### src/rtl/uart_pkt_pkg.sv
// ---------------------------------------------------------------------------
// uart_pkt_pkg
// Shared definitions for the UART packet controller slice.
//   SYNC_BYTE   : byte value that opens every packet (0xA5)
//   pkt_state_t : packet framing states (IDLE, LEN, PAYLOAD, CHK, HOLD)
//   lenWidth()  : width needed to hold a payload length of 0..maxPayload
// ---------------------------------------------------------------------------
package uart_pkt_pkg;

  localparam logic [7:0] SYNC_BYTE = 8'hA5;

  typedef enum logic [2:0] {
    IDLE,
    LEN,
    PAYLOAD,
    CHK,
    HOLD
  } pkt_state_t;

  // Length field must represent MAX_PAYLOAD itself, hence the +1.
  function automatic int lenWidth(input int maxPayload);
    return $clog2(maxPayload + 1);
  endfunction

endpackage

### src/rtl/uart_pkt_buf.sv
// ---------------------------------------------------------------------------
// uart_pkt_buf
// DEPTH x 8 payload storage, one write port and one registered read port.
// Ports:
//   clk, rstn          : clock, asynchronous active-low reset
//   i_wrEn/i_wrAddr/i_wrData : synchronous write port
//   i_rdAddr           : read address
//   o_rdData           : read data, valid one cycle after i_rdAddr
// The storage array itself is never reset; only the read register is, so
// the read data output comes up as zero.
// ---------------------------------------------------------------------------
module uart_pkt_buf #(
  parameter int DEPTH = 16,
  parameter int AW    = $clog2(DEPTH)
) (
  input  logic          clk,
  input  logic          rstn,
  input  logic          i_wrEn,
  input  logic [AW-1:0] i_wrAddr,
  input  logic [7:0]    i_wrData,
  input  logic [AW-1:0] i_rdAddr,
  output logic [7:0]    o_rdData
);

  logic [7:0] r_mem [DEPTH];
  logic [7:0] r_rdData;

  // Plain storage write; no reset so this maps onto RAM/LUT storage.
  always_ff @(posedge clk) begin
    if (i_wrEn) begin
      r_mem[i_wrAddr] <= i_wrData;
    end
  end

  // Registered read, cleared by reset so the output has a defined value.
  always_ff @(posedge clk or negedge rstn) begin
    if (!rstn) begin
      r_rdData <= 8'h00;
    end else begin
      r_rdData <= r_mem[i_rdAddr];
    end
  end

  assign o_rdData = r_rdData;

endmodule

### src/rtl/uart_rx_pkt_ctrl.sv
// ---------------------------------------------------------------------------
// uart_rx_pkt_ctrl
// Frames UART receiver byte strobes into SYNC, LEN, payload[, CHK] packets,
// enforces an inter-byte timeout, buffers the payload and offers it to the
// host with a valid/ready handshake.
// Configuration macro: UART_PKT_CHK_EN
//   defined   : frame ends with an XOR checksum byte (LEN ^ payload bytes)
//   undefined : no checksum byte, last payload byte completes the packet,
//               err_chk is tied low
// Ports:
//   clk, rstn            : clock, asynchronous active-low reset
//   rx_data, rx_valid    : byte and one-cycle strobe from the UART receiver
//   pkt_valid, pkt_ready : packet handshake with the host
//   pkt_len              : payload length of the held packet
//   rd_addr, rd_data     : payload buffer read port (1 cycle latency)
//   busy                 : controller is not in IDLE
//   err_len, err_chk, err_timeout : one-cycle error pulses
//   drop_cnt             : saturating count of bytes dropped while holding
// ---------------------------------------------------------------------------
module uart_rx_pkt_ctrl
  import uart_pkt_pkg::*;
#(
  parameter  int CLK_RATE     = 50000000,
  parameter  int BAUD_RATE    = 115200,
  parameter  int MAX_PAYLOAD  = 16,
  parameter  int TIMEOUT_BITS = 20,
  localparam int LW           = lenWidth(MAX_PAYLOAD),
  localparam int AW           = $clog2(MAX_PAYLOAD)
) (
  input  logic          clk,
  input  logic          rstn,
  input  logic [7:0]    rx_data,
  input  logic          rx_valid,
  output logic          pkt_valid,
  input  logic          pkt_ready,
  output logic [LW-1:0] pkt_len,
  input  logic [AW-1:0] rd_addr,
  output logic [7:0]    rd_data,
  output logic          busy,
  output logic          err_len,
  output logic          err_chk,
  output logic          err_timeout,
  output logic [7:0]    drop_cnt
);

  localparam int CLOCKS_PER_BIT = CLK_RATE / BAUD_RATE;
  localparam int TIMEOUT_CYC    = TIMEOUT_BITS * CLOCKS_PER_BIT;
  localparam int TW             = $clog2(TIMEOUT_CYC);
  localparam logic [TW-1:0] TO_LAST = TW'(TIMEOUT_CYC - 1);
  localparam logic [7:0]    MAX_LEN = 8'(MAX_PAYLOAD);

  pkt_state_t    r_state;
  logic [LW-1:0] r_len;
  logic [LW-1:0] r_idx;
  logic [7:0]    r_dropCnt;
  logic [TW-1:0] r_toCnt;
  logic          r_pktValid;
  logic          r_busy;
  logic          r_errLen;
  logic          r_errTimeout;
  logic          w_parsing;
  logic          w_timeout;
  logic          w_wrEn;
`ifdef UART_PKT_CHK_EN
  logic [7:0]    r_xor;
  logic          r_errChk;
`endif

  // A strobe in the timeout cycle takes priority, so the timeout only fires
  // on a quiet cycle.
  assign w_parsing = (r_state == LEN) || (r_state == PAYLOAD) || (r_state == CHK);
  assign w_timeout = w_parsing && !rx_valid && (r_toCnt == TO_LAST);
  assign w_wrEn    = (r_state == PAYLOAD) && rx_valid;

  // Inter-byte timer: runs only while a packet is being parsed and restarts
  // on every received byte.
  always_ff @(posedge clk or negedge rstn) begin
    if (!rstn) begin
      r_toCnt <= '0;
    end else if (rx_valid || !w_parsing || w_timeout) begin
      r_toCnt <= '0;
    end else begin
      r_toCnt <= r_toCnt + TW'(1);
    end
  end

  // Packet framing FSM. Status outputs (busy, pkt_valid, error pulses) are
  // registered alongside each state change so they line up with the state.
  always_ff @(posedge clk or negedge rstn) begin
    if (!rstn) begin
      r_state      <= IDLE;
      r_len        <= '0;
      r_idx        <= '0;
      r_dropCnt    <= 8'h00;
      r_pktValid   <= 1'b0;
      r_busy       <= 1'b0;
      r_errLen     <= 1'b0;
      r_errTimeout <= 1'b0;
`ifdef UART_PKT_CHK_EN
      r_xor        <= 8'h00;
      r_errChk     <= 1'b0;
`endif
    end else begin
      r_errLen     <= 1'b0;
      r_errTimeout <= 1'b0;
`ifdef UART_PKT_CHK_EN
      r_errChk     <= 1'b0;
`endif
      if (w_timeout) begin
        r_state      <= IDLE;
        r_busy       <= 1'b0;
        r_errTimeout <= 1'b1;
      end else begin
        case (r_state)
          IDLE: begin
            if (rx_valid && (rx_data == SYNC_BYTE)) begin
              r_state <= LEN;
              r_busy  <= 1'b1;
            end
          end
          LEN: begin
            if (rx_valid) begin
              if ((rx_data != 8'h00) && (rx_data <= MAX_LEN)) begin
                r_len   <= rx_data[LW-1:0];
                r_idx   <= '0;
`ifdef UART_PKT_CHK_EN
                r_xor   <= rx_data;
`endif
                r_state <= PAYLOAD;
              end else begin
                r_errLen <= 1'b1;
                r_state  <= IDLE;
                r_busy   <= 1'b0;
              end
            end
          end
          PAYLOAD: begin
            if (rx_valid) begin
              r_idx <= r_idx + LW'(1);
`ifdef UART_PKT_CHK_EN
              r_xor <= r_xor ^ rx_data;
`endif
              if ((r_idx + LW'(1)) == r_len) begin
`ifdef UART_PKT_CHK_EN
                r_state <= CHK;
`else
                r_state    <= HOLD;
                r_pktValid <= 1'b1;
`endif
              end
            end
          end
`ifdef UART_PKT_CHK_EN
          CHK: begin
            if (rx_valid) begin
              if (rx_data == r_xor) begin
                r_state    <= HOLD;
                r_pktValid <= 1'b1;
              end else begin
                r_errChk <= 1'b1;
                r_state  <= IDLE;
                r_busy   <= 1'b0;
              end
            end
          end
`endif
          HOLD: begin
            // Bytes arriving while a packet is held are discarded, including
            // one that coincides with the completing handshake.
            if (rx_valid && (r_dropCnt != 8'hFF)) begin
              r_dropCnt <= r_dropCnt + 8'd1;
            end
            if (pkt_ready) begin
              r_state    <= IDLE;
              r_pktValid <= 1'b0;
              r_busy     <= 1'b0;
            end
          end
          default: begin
            r_state    <= IDLE;
            r_pktValid <= 1'b0;
            r_busy     <= 1'b0;
          end
        endcase
      end
    end
  end

  uart_pkt_buf #(
    .DEPTH (MAX_PAYLOAD),
    .AW    (AW)
  ) u_buf (
    .clk      (clk),
    .rstn     (rstn),
    .i_wrEn   (w_wrEn),
    .i_wrAddr (r_idx[AW-1:0]),
    .i_wrData (rx_data),
    .i_rdAddr (rd_addr),
    .o_rdData (rd_data)
  );

  assign pkt_valid   = r_pktValid;
  assign pkt_len     = r_len;
  assign busy        = r_busy;
  assign err_len     = r_errLen;
  assign err_timeout = r_errTimeout;
  assign drop_cnt    = r_dropCnt;
`ifdef UART_PKT_CHK_EN
  assign err_chk     = r_errChk;
`else
  assign err_chk     = 1'b0;
`endif

endmodule

### config.mk
export PLATFORM = sky130hd
export DESIGN_NAME = uart_rx_pkt_ctrl
export DESIGN_NICKNAME = d
export VERILOG_FILES = /design/src/rtl/uart_pkt_pkg.sv /design/src/rtl/uart_pkt_buf.sv /design/src/rtl/uart_rx_pkt_ctrl.sv
export SDC_FILE = /design/constraint.sdc
export NUM_CORES = 1
export LEC_CHECK = 0
export ABC_AREA = 1
export BUFFER_PORTS_ARGS = -buffer_cell sky130_fd_sc_hd__buf_4
export CORE_MARGIN = 2
export CORE_UTILIZATION = 32
export CTS_CLUSTER_SIZE = 20
export DETAILED_ROUTE_END_ITERATION = 8
export SYNTH_ARGS = -nofsm -noshare
export SYNTH_HDL_FRONTEND = slang
export SYNTH_SLANG_ARGS = --single-unit
### constraint.sdc
create_clock -name clk -period 6 [get_ports clk]
set_input_delay 0 -clock clk [delete_from_list [all_inputs] [get_ports clk]]
set_output_delay 0 -clock clk [all_outputs]
set_load 0.01 [all_outputs]
==> impl_metrics.toml <==
[status]
status = "finished, final reports clean"

[clocking]
cts-root-buf = "clkbuf_16"
cts_buffer_depth = 2
htreeDepth = 4
cts_resized = 0
cts_sinks = 175
clk_pin_slew_worst_paths_ps = 60
cts_buffers = 17
cts_tree = "yes"
clk_latency_ps = 430

[global_route]
gr-total-overflow = 0
grt_pass1_vias = 4722
grt_max_degree = 61
grt_first_pass_wirelength_mm = 25.9
grt_usage_pct = 14.0
antenna_found_initial = 0

[sta]
finalSetupViolations = 0
max-slew-margin-rel_pct = 11.7
worst_slew_pin_slew_ps = 1310
max_freq_mhz = 398
final-hold-violation-count = 0
maxSlewViolCount = 0
fin_skew_ps = 9.66
setup-tns-final_ps = 0
rsz0062_at_grt = "false"
min_period_ps = 2510
finalCritPeriodShare_pct = 41.9

[pwr]
fin_total_pwr_mw = 2.80
ir_worst_vdd_uv = 179
power_density_nw_per_um2 = 319
p_leak_nw = 3.40

[yosys]
synth.yosys.seq_area_share_pct = 66.5
yosys_register_bits = 175
synth_cell_types = 38
synth_area_leaders = "edfxtp_1 51%, dfrtp_1 16%, mux2i_1 4.2%, nand2_1 4.1%, inv_1 3.6%"
postSynthCellCount = 643
yosysWarnings = 0
avgSynthCellArea_sq_um = 11.7
syn-num-nets = 665
synth_top_area_share_pct = 51.0
synth_top_area_cell = "edfxtp_1"
synth_area_sq_um = 7540

[drt]
routed-via-count = 4766
vias_per_cell = 4.65
routed_wl_mm = 16.3
wire_per_inst_um = 16.0
remaining_drc_errors = 0
drtPass1Iterations = 4
drt_iter0_drc = 379
postRouteAntennaNets = 0

[worst_hold_path]
hp-class = "input port to register"

[die]
num_rows = 56
die_area_sq_um = 24800
fp.dieH_um = 158
start_util_pct = 32.3
core_sq_um = 23300
io-pin-count = 42
die_w_um = 158

[critical_path]
critPathTopFamily = "simple AND/OR/NAND/NOR gates"
slowest_delay_ps = 1020
startpoint_type = "register"
cp_cell_sequence = "inv_1, nand3_1, nor2_1, inv_2, nor3_1"
path_buf_inv = 2
path_class = "register to register"
arrival_ps = 2550
crit_fanout = 9
worst_path_max_delay_cell = "nor3_1"
cp.required_ps = 6040
endpoint_kind = "register"

[placed_design]
hpwl_mm = 10.6
place_congestion = 0.778
port_buffers = 40

[layout]
area_growth_pct = 16.4
nFillCells = 2243
layout.nets = 714
num_antenna_cells = 0
multi_input_area_sq_um = 2110
drive_gt1_share_pct = 13.0
regArea_sq_um = 5020

[flow_run]
drv_cap = 0
per-stage QoR:
| stage | instance area, sq um | setup WS [ps] | hold WS, ps | util, % | std cells |
|---|---|---|---|---|---|
| 2_1_floorplan | 7540 | 4090 | -296 | - | 643 |
| 3_5_place_dp | 8130 | 3520 | 71.2 | 34.8 | 980 |
| 3_3_place_gp | 8130 | 3650 | 68.7 | 34.8 | 980 |
| 5_1_grt | 8780 | 3290 | 54.6 | 37.6 | 1024 |
| 6_report | 8780 | 3490 | 23.4 | 37.6 | 1024 |
| 4_1_cts | 8780 | 3510 | 11.1 | 37.6 | 1024 |
final timing paths:
path                       cells past startpoint                           to              startpoint  slack (ps)
min                                            6        pkt_valid$_DFFE_PN0P_               pkt_ready          20
min in group asynchronous                      2      drop_cnt[3]$_DFFE_PN0P_                    rstn         130
max reg2reg                                    5  u_buf.r_mem[3][7]$_DFFE_PP_  r_state[2]$_DFFE_PN0P_        3490
max in group asynchronous                      2  u_buf.o_rdData[2]$_DFF_PN0_                    rstn        5430
max                                            5  u_buf.r_mem[3][7]$_DFFE_PP_  r_state[2]$_DFFE_PN0P_        3490
min reg2reg                                    1         r_toCnt[0]$_DFF_PN0_    r_toCnt[0]$_DFF_PN0_         460
area by class of cell:
cell class | instances | area share, %
clock buffers | 23 | 5.33
clock inverters | 9 | 0.684
inverters | 78 | 3.34
multi-input cells | 367 | 24.0
flip-flops and latches | 175 | 57.2
well taps | 319 | 4.55
repair buffers | 53 | 4.87
flip-flops by register name, summed over array words and instances, names as in the netlist:
register and flops:
r_toCnt 14, err_timeout 1, busy 1, drop_cnt 8, err_len 1, pkt_len 5, u_buf.o_rdData 8, u_buf.r_mem 128
r_idx 5, pkt_valid 1, r_state 3
cells in the final DEF, fill, tap and decap left out, drive strengths merged, types with 6 or more instances in the layout:
master / count
a21oi: 41
buf: 41
clkbuf: 23
dfrtp: 47
dlygate4sd3: 12
edfxtp: 128
ha: 6
inv: 79
mux2i: 32
nand2: 86
nand3: 34
nand4: 7
nor2: 49
nor3: 12
o211ai: 32
o21ai: 49
xnor2: 6
logic make-up after synthesis:
kind of cell / share of synthesized area (%)
other: 0.0497
adder cells (fa/ha/maj): 0.995
multiplexers: 4.40
flip-flops: 66.5
AO/OA/AOI/OAI: 9.64
XOR/XNOR: 1.05
AND/OR/NAND/NOR: 11.9
buffers and inverters: 5.47
layer usage:
layer | global-route usage, % | vias up | part of all wire, %
met5 | 0 | - | 0
met4 | 3.77 | 0 | 1.1
met3 | 3.52 | 16 | 4.6
met2 | 23.2 | 101 | 48
met1 | 18.4 | 2298 | 46
li1 | - | 2351 | -
cell usage after synthesis, drive strengths merged:
master    n
edfxtp  128
nand2    86
inv      78
nor2     49
o21ai    49
dfrtp    47
a21oi    41
nand3    34
mux2i    32
o211ai   32
clkbuf   12
nor3     12
buf      11
nand4     7
ha        6
xnor2     6
o22ai     4
xor2      3
a21boi    1
and3      1
conb      1
mux2      1
nand3b    1
nor4      1
what timing repair did:
item	4_1_cts	5_1_grt
hold buffers	12	0
buffers inserted	0	0
hold endpoints to repair	192	0
worst register-to-register path, cell delays in order (launching register included):
cell and delay (ps):
dfrtp_1 450, inv_1 100, nand3_1 120, nor2_1 280, inv_2 150, nor3_1 1020
where the power goes:
| part | internal [mW] | leakage [nW] | total [mW] | switching [mW] |
|---|---|---|---|---|
| Sequential | 1.36 | 1.77 | 1.41 | 0.0555 |
| Combinational | 0.152 | 1.38 | 0.397 | 0.244 |
| Clock | 0.549 | 0.245 | 0.991 | 0.442 |
Note: power is estimated with default switching activity, not from simulation.
